===== config.mk =====
export PLATFORM = sky130hd
export DESIGN_NAME = uart_echo_responder
export DESIGN_NICKNAME = d
export VERILOG_FILES = /design/src/rtl/uart_echo_responder.sv
export SDC_FILE = /design/constraint.sdc
export NUM_CORES = 1
export LEC_CHECK = 0
export BUFFER_PORTS_ARGS = -buffer_cell sky130_fd_sc_hd__clkbuf_2
export CORE_MARGIN = 2
export CORE_UTILIZATION = 55
export CTS_BUF_LIST = sky130_fd_sc_hd__clkbuf_8
export DETAILED_ROUTE_END_ITERATION = 10
export HOLD_SLACK_MARGIN = 0.1
export PLACE_DENSITY = 0.77
export SYNTH_ARGS = -nofsm -noshare
export SYNTH_HDL_FRONTEND = slang
export SYNTH_SLANG_ARGS = --single-unit
export TNS_END_PERCENT = 1

===== constraint.sdc =====
create_clock -name clk -period 7.95 [get_ports clk]
set_input_delay 2.385 -clock clk [delete_from_list [all_inputs] [get_ports clk]]
set_output_delay 2.385 -clock clk [all_outputs]
set_load 0.02 [all_outputs]

===== src/rtl/uart_echo_responder.sv =====
// ============================================================================
// Module   : uart_echo_responder
// Purpose  : Buffers UART rx bytes in a small FIFO and re-transmits them, with
//            optional lowercase->uppercase mapping and CR -> CR,LF expansion.
// Revision : 1.0  initial release
// ============================================================================
`default_nettype none

module uart_echo_responder #(
    parameter int DEPTH     = 4,
    parameter bit ECHO_CRLF = 1'b1,
    parameter int CNT_W     = 16
) (
    input  logic             clk,
    input  logic             rst_n,
    input  logic             enable,
    input  logic             upcase,
    input  logic [7:0]       rx_data,
    input  logic             rx_valid,
    output logic             rx_ready,
    output logic [7:0]       tx_data,
    output logic             tx_valid,
    input  logic             tx_ready,
    output logic [CNT_W-1:0] echo_count,
    output logic             busy
);

    localparam int           AW      = $clog2(DEPTH);
    localparam logic [AW:0]  C_DEPTH = (AW+1)'(DEPTH);
    localparam logic [7:0]   C_CR    = 8'h0D;
    localparam logic [7:0]   C_LF    = 8'h0A;

    typedef enum logic [1:0] {
        S_IDLE    = 2'd0,
        S_SEND    = 2'd1,
        S_SEND_LF = 2'd2
    } state_t;

    logic [7:0]       r_mem [DEPTH];
    logic [AW-1:0]    r_wptr;
    logic [AW-1:0]    r_rptr;
    logic [AW:0]      r_occ;
    state_t           r_state;
    state_t           w_next;
    logic [7:0]       r_tx_data;
    logic [7:0]       r_last_byte;
    logic [CNT_W-1:0] r_count;

    logic             w_full;
    logic             w_empty;
    logic             w_push;
    logic             w_pop;
    logic             w_load;
    logic             w_load_lf;
    logic             w_done;
    logic [7:0]       w_head;
    logic [7:0]       w_xform;

    assign w_full   = (r_occ == C_DEPTH);
    assign w_empty  = (r_occ == '0);
    assign rx_ready = rst_n && enable && !w_full;
    assign w_push   = rx_valid && rx_ready;
    assign w_head   = r_mem[r_rptr];
    assign w_xform  = (upcase && (w_head >= 8'h61) && (w_head <= 8'h7A)) ? (w_head - 8'h20) : w_head;

    // Storage needs no reset: a slot is only read after it has been written.
    always_ff @(posedge clk) begin
        if (w_push) begin
            r_mem[r_wptr] <= rx_data;
        end
    end

    always_ff @(posedge clk) begin
        if (!rst_n) begin
            r_wptr <= '0;
            r_rptr <= '0;
            r_occ  <= '0;
        end else begin
            if (w_push) begin
                r_wptr <= r_wptr + AW'(1);
            end
            if (w_pop) begin
                r_rptr <= r_rptr + AW'(1);
            end
            case ({w_push, w_pop})
                2'b10:   r_occ <= r_occ + (AW+1)'(1);
                2'b01:   r_occ <= r_occ - (AW+1)'(1);
                default: r_occ <= r_occ;
            endcase
        end
    end

    always_comb begin
        w_next    = r_state;
        w_pop     = 1'b0;
        w_load    = 1'b0;
        w_load_lf = 1'b0;
        w_done    = 1'b0;
        case (r_state)
            S_IDLE: begin
                if (!w_empty) begin
                    w_pop  = 1'b1;
                    w_load = 1'b1;
                    w_next = S_SEND;
                end
            end
            S_SEND: begin
                if (tx_ready) begin
                    w_done = 1'b1;
                    // CR detection looks at the raw byte, never the mapped one.
                    if (ECHO_CRLF && (r_last_byte == C_CR)) begin
                        w_load_lf = 1'b1;
                        w_next    = S_SEND_LF;
                    end else if (!w_empty) begin
                        w_pop  = 1'b1;
                        w_load = 1'b1;
                        w_next = S_SEND;
                    end else begin
                        w_next = S_IDLE;
                    end
                end
            end
            S_SEND_LF: begin
                if (tx_ready) begin
                    w_done = 1'b1;
                    if (!w_empty) begin
                        w_pop  = 1'b1;
                        w_load = 1'b1;
                        w_next = S_SEND;
                    end else begin
                        w_next = S_IDLE;
                    end
                end
            end
            default: begin
                w_next = S_IDLE;
            end
        endcase
    end

    always_ff @(posedge clk) begin
        if (!rst_n) begin
            r_state     <= S_IDLE;
            r_tx_data   <= 8'h00;
            r_last_byte <= 8'h00;
            r_count     <= '0;
        end else begin
            r_state <= w_next;
            if (w_load) begin
                r_tx_data   <= w_xform;
                r_last_byte <= w_head;
            end else if (w_load_lf) begin
                r_tx_data <= C_LF;
            end
            if (w_done) begin
                r_count <= r_count + CNT_W'(1);
            end
        end
    end

    assign tx_data    = r_tx_data;
    assign tx_valid   = (r_state != S_IDLE);
    assign echo_count = r_count;
    assign busy       = !w_empty || tx_valid;

endmodule

`default_nettype wire


==> results_dict.tcl, run 1 <==
set metrics [dict create \
    layout-drive-gt1-share_pct 20.50 \
    syn_inst 273 \
    portBuffers 40 \
    regToRegSetupSlack_ns 4.78 \
    synth_nets 299 \
    synthesis.area_mm2 0.003138 \
    ant_nets 0 \
    rows 27 \
    clk_pin_slew_ns 0.07 \
    reg2reg_depth 10 \
    setup_viol 0 \
    outcome "completed" \
    worstPathRequired_ns 5.57 \
    cts-root-buf "clkbuf_8" \
    routedWlPerCell_um 14.11 \
    grt-ovfl-total 0 \
    worstMarginPinSlew_ns 0.7430 \
    dr.first_iter.drc_count 120 \
    antenna_found_initial 0 \
    cts_hold_buf 0 \
    finalSetupTns_ns 0 \
    min_from "r_last_byte[3]" \
    die_height_um 79.54 \
    r2r_end "r_occ[2]" \
    wl_um 5559 \
    max-cap-violations 0 \
    die-area_mm2 0.006326 \
    ys_ff_latch 75 \
    firstDrtPassIters 4 \
    synth_edf_count 32 \
    cts_tree "yes" \
    reg2reg_from "r_last_byte[2]" \
    fin_skew_ns 0.005468 \
    fmax_mhz 178.1 \
    crit_fanout 6 \
    num_io_pins 41 \
    cp-end-kind "output pin" \
    finalMaxSlewViolations 0 \
    cts-resized-gates 0 \
    ys_types 39 \
    area_growth_pct 14.31 \
    power.density_mw_per_mm2 302.7 \
    avgSynthCellArea_um2 11.49 \
    final_cells 394 \
    fillCellCount 416 \
    synthArstFlopShare_pct 0 \
    period_share_pct 70.63 \
    drc 0 \
    placed_cell_area_mm2 0.003395 \
    relSlewSlack_pct 50.46 \
    start_util_pct 56.99 \
    cts_setup_buffers 0 \
    ys_warn_count 0 \
    vias 2131 \
    cellLeakagePower_nw 1.348 \
    cp-start-kind "primary input" \
    crit_arrival_ns 3.23 \
    dieWidth_um 79.54 \
    final_nets 343 \
    min_period_ns 5.615 \
    track_usage_pct 19.16 \
    design_area_mm2 0.003587 \
    min_path_cells 2 \
    clockBufferDepth 2 \
    dp.cells 378 \
    post_drt_via_cell_ratio 5.409 \
    final-hold-violation-count 0 \
    grt_max_degree 33 \
    worstHoldEndpoint "r_last_byte[3]" \
    coreArea_mm2 0.005507 \
    place_hpwl_um 3973 \
    gp_congestion 0.8242 \
    grt_pass1_wl_um 9190 \
    hold_class "flip-flop to flip-flop" \
    htreeDepth 3 \
    ir_drop_v 0.0001689 \
    numCtsBuffers 9 \
    yosysSeqAreaShare_pct 58.05 \
    cts.sinks 75 \
    diodes 0 \
    synth_flop_cell "dfxtp_1" \
    insertion_delay_ns 0.34 \
    first_global_vias 1988 \
    rsz0062_at_grt "false" \
    critical_path_class "primary input to output pin" \
]
[how the worst max path moves through the flow]
stage,start,to,slack [ns],cells after the start
6_report,rst_n,rx_ready,2.34,4
4_1_cts,rst_n,rx_ready,2.36,4
3_3_place_gp,rst_n,rx_ready,2.42,4
5_1_grt,rst_n,rx_ready,2.26,4
3_5_place_dp,rst_n,rx_ready,2.36,4
2_1_floorplan,rst_n,rx_ready,2.65,2
[placed cells by master, fill, tap and decap left out, drive strengths merged, types with 4 or more instances in the layout]
cell type | synthesis | layout
dfxtp | 43 | 43
nor2 | 20 | 20
mux4 | 8 | 8
a21oi | 23 | 23
nand3 | 10 | 10
nand2 | 34 | 34
inv | 16 | 18
edfxtp | 32 | 32
xor2 | 8 | 8
nor4 | 4 | 4
o21ai | 9 | 9
ha | 11 | 11
and3 | 4 | 4
clkbuf | 6 | 49
xnor2 | 7 | 7
nand4 | 4 | 4
or3 | 6 | 6
[flip-flops by register name, summed over array words and instances (netlist names), named ones only]
register	flops
r_state	2
r_last_byte	8
r_wptr	2
r_occ	3
tx_data	8
r_mem	32
r_rptr	2
echo_count	16
[critical path: stages]
cell	delay, ns
clkbuf_2	0.14
nand2_1	0.06
a31oi_1	0.38
clkbuf_2	0.26
[cell usage after synthesis, drive strengths merged (4+ instances only)]
master / number / share of area (%)
ha: 11 / 4.4
or3: 6 / 1.2
nand3: 10 / 1.6
edfxtp: 32 / 31
clkbuf: 6 / 0.72
xor2: 8 / 2.2
o21ai: 9 / 1.7
and3: 4 / 0.80
mux4: 8 / 6.1
xnor2: 7 / 2.0
nand4: 4 / 0.80
nor4: 4 / 0.80
nand2: 34 / 4.1
a21oi: 23 / 3.7
nor2: 20 / 2.4
inv: 16 / 1.9
dfxtp: 43 / 27
[where the power goes]
part | internal, mW | total (mW) | switching [mW]
sequential | 0.454 | 0.495 | 0.0408
combinational | 0.119 | 0.312 | 0.192
clock | 0.144 | 0.279 | 0.136
[cell type report]
class	instances	area [µm²]	area share, %
clock buffers	9	123.9	3.453
multi-input cells	174	1215	33.87
well taps	72	90.09	2.511
inverters	16	60.06	1.674
flip-flops and latches	75	1822	50.78
clock inverters	7	68.82	1.918
repair buffers	41	207.7	5.790
[cell families (layout without fill, tap and decap cells)]
family	after synthesis	in the layout	synth area share, %
and+or+nand+nor	94	94	14.71
buffers and inverters	24	73	3.230
xor gates and xnor gates	15	15	4.187
DFF	75	75	58.05
AOI/OAI and AO/OA	44	44	8.373
muxes	9	9	6.420
adders and majority gates	12	12	5.024
[stage by stage]
step	worst slack, ns	power [mW]	hold WS [ns]	utilization (%)
after floorplan	2.652	0.7402	0.4312	-
after global placement	2.421	0.8008	0.4408	61.65
after detailed placement	2.360	0.8132	0.4489	61.65
after CTS	2.355	1.092	0.4591	65.14
after global routing	2.255	1.150	0.4809	65.14
final	2.335	1.086	0.4572	65.14
[per-layer routing]
layer,wire [µm],up-vias,global-route usage (%)
met5,0,-,0
met1,2668,1017,25.40
met2,2610,38,30.08
met4,68,0,7.241
li1,-,1069,-
met3,212,7,5.317
Power figures use the tool's default switching activity.
==> inputs of run 2 (changes only) <==
Clock period 7.95 ns to 5.8 ns, I/O delays scaled along.
==> run 2 against run 1 <==
  * Utilization fell by 0.57 points
  * Sequential cell count unchanged
  * Non-clock buffer count down 1
  * Wire length increased by 3.6%
  * First-iteration DRC count is 3.3% lower
  * Sequential share of layout area grew 0.45 points
  * Sequential power up 37%
  * Die area unchanged
  * Combinational power up 38%
  * Clock skew up 0.0027 ns
  * Critical endpoint unchanged
==> results_dict.tcl, run 2 (synthesis results as in run 1) <==
set metrics [dict create \
    period_share_pct 73.59 \
    cts.sinks 75 \
    final_cells 393 \
    highest_layer "met4" \
    final_common_cell "dfxtp_1" \
    dr.first_iter.drc_count 116 \
    htreeDepth 3 \
    layout-drive-gt1-share_pct 19.94 \
    start_util_pct 56.99 \
    ant_nets 0 \
    ir_drop_v 0.0002758 \
    p_int_mw 0.9384 \
    cp_slowest_cell "a31oi_1" \
    final_cell_mix "43 x dfxtp_1, 40 x clkbuf_2, 34 x nand2_1" \
    finalSetupTns_ns 0 \
    diodes 0 \
    seq_power_share_pct 46.7 \
    swShare_pct 35.27 \
    num_io_pins 41 \
    routedWlPerCell_um 14.66 \
    max_stage_delay_ns 0.33 \
    placed_cell_area_mm2 0.003387 \
    portBuffers 40 \
    antenna_found_initial 0 \
    final-hold-violation-count 0 \
    grt-ovfl-total 0 \
    cts_hold_buf 0 \
    combPwrFrac_pct 29.6 \
    grt_max_degree 40 \
    fmax_mhz 234.3 \
    clkPwrFrac_pct 23.7 \
    cts-root-buf "clkbuf_8" \
    largest_register_ffs 32 \
    wl_met1_um 2625 \
    numCtsBuffers 9 \
    area_growth_pct 13.32 \
    rows 27 \
    finalMaxSlewViolations 0 \
    p_switching_mw 0.5113 \
    die_height_um 79.54 \
    cts_setup_buffers 0 \
    dp.cells 377 \
    relSlewSlack_pct 23.48 \
    crit_top_cell "clkbuf_2" \
    worstPathRequired_ns 4.06 \
    clockBufferDepth 2 \
    dr_wl_met3_um 232 \
    worstMarginPinSlew_ns 1.146 \
    critical_path_class "primary input to output pin" \
    first_global_vias 2103 \
    drc 0 \
    cp_top_family "buffers and inverters" \
    crit_fanout 6 \
    design_area_mm2 0.003556 \
    setup_viol 0 \
    largest_register "r_mem" \
    dieWidth_um 79.54 \
    hold_class "flip-flop to flip-flop" \
    power.density_mw_per_mm2 407.7 \
    min_period_ns 4.268 \
    insertion_delay_ns 0.35 \
    coreArea_mm2 0.005507 \
    rsz0062_at_grt "false" \
    cellLeakagePower_nw 1.331 \
    post_drt_via_cell_ratio 5.407 \
    crit_arrival_ns 2.53 \
    fin_skew_ns 0.008134 \
    clk_pin_slew_ns 0.08 \
    cts_tree "yes" \
    cts-resized-gates 0 \
    max-cap-violations 0 \
    critPathBufInv 2 \
    cp-end-kind "output pin" \
    place_hpwl_um 4026 \
    wl_met2_um 2781 \
    crit_chain "clkbuf_2, nand2_1, a31oi_1, clkbuf_2" \
    wl_um 5761 \
    gp_congestion 0.7675 \
    track_usage_pct 20.72 \
    final_nets 342 \
    cp-start-kind "primary input" \
    die-area_mm2 0.006326 \
    grt_pass1_wl_um 9804 \
    vias 2125 \
    fin_util_pct 64.58 \
    outcome "completed" \
    firstDrtPassIters 4 \
    finalPower_mw 1.450 \
]
## run 2: cell count changes in the layout (fill, tap and decap cells not counted)
cell / delta
bufinv_16: -1
clkinvlp_4: +1
clkinvlp_2: -1
clkinv_1: +1
buf_4: -1
## run 2: area by class of cell
type | instances | area [µm²]
Clock buffer | 9 | 123.9
Clock inverter | 7 | 45.04
Fill cell | 438 | 1951
Inverter | 16 | 60.06
Multi-Input combinational cell | 174 | 1215
Sequential cell | 75 | 1822
Tap cell | 72 | 90.09
Timing Repair Buffer | 40 | 200.2
## run 2: tightest hold or removal path, stage by stage (launching register included)
cell     delay (ns)
dfxtp_1        0.31
nand2_1        0.05
a21oi_1        0.05
## run 2: power by group through the flow
stage | clock [mW] | combinational [mW] | sequential, mW
after floorplan | 0 | 0.318 | 0.696
after global placement | 0 | 0.411 | 0.686
after detailed placement | 0 | 0.427 | 0.688
after CTS | 0.354 | 0.430 | 0.678
after global routing | 0.380 | 0.480 | 0.687
final | 0.344 | 0.429 | 0.678
## run 2: final timing paths
| check | from | slack [ns] | cells past startpoint | to |
|---|---|---|---|---|
| hold / removal | r_last_byte[3] | 0.46 | 2 | r_last_byte[3] |
| hold reg to reg | r_last_byte[3] | 0.46 | 2 | r_last_byte[3] |
| setup / recovery | rst_n | 1.53 | 4 | rx_ready |
| setup reg to reg | r_last_byte[4] | 2.69 | 10 | r_occ[2] |
## run 2: per-layer routing
layer	track usage, %	up-vias
met4	10.52	0
met1	25.40	1004
met2	33.19	37
li1	-	1073
met5	0	-
met3	6.222	11
## run 2: metrics by stage
step                      hold slack (ns)  setup slack [ns]
after CTS                          0.4572             1.545
after global routing               0.4788             1.462
after detailed placement           0.4464             1.532
final                              0.4558             1.532
after global placement             0.4410             1.563
after floorplan                    0.4312             1.792
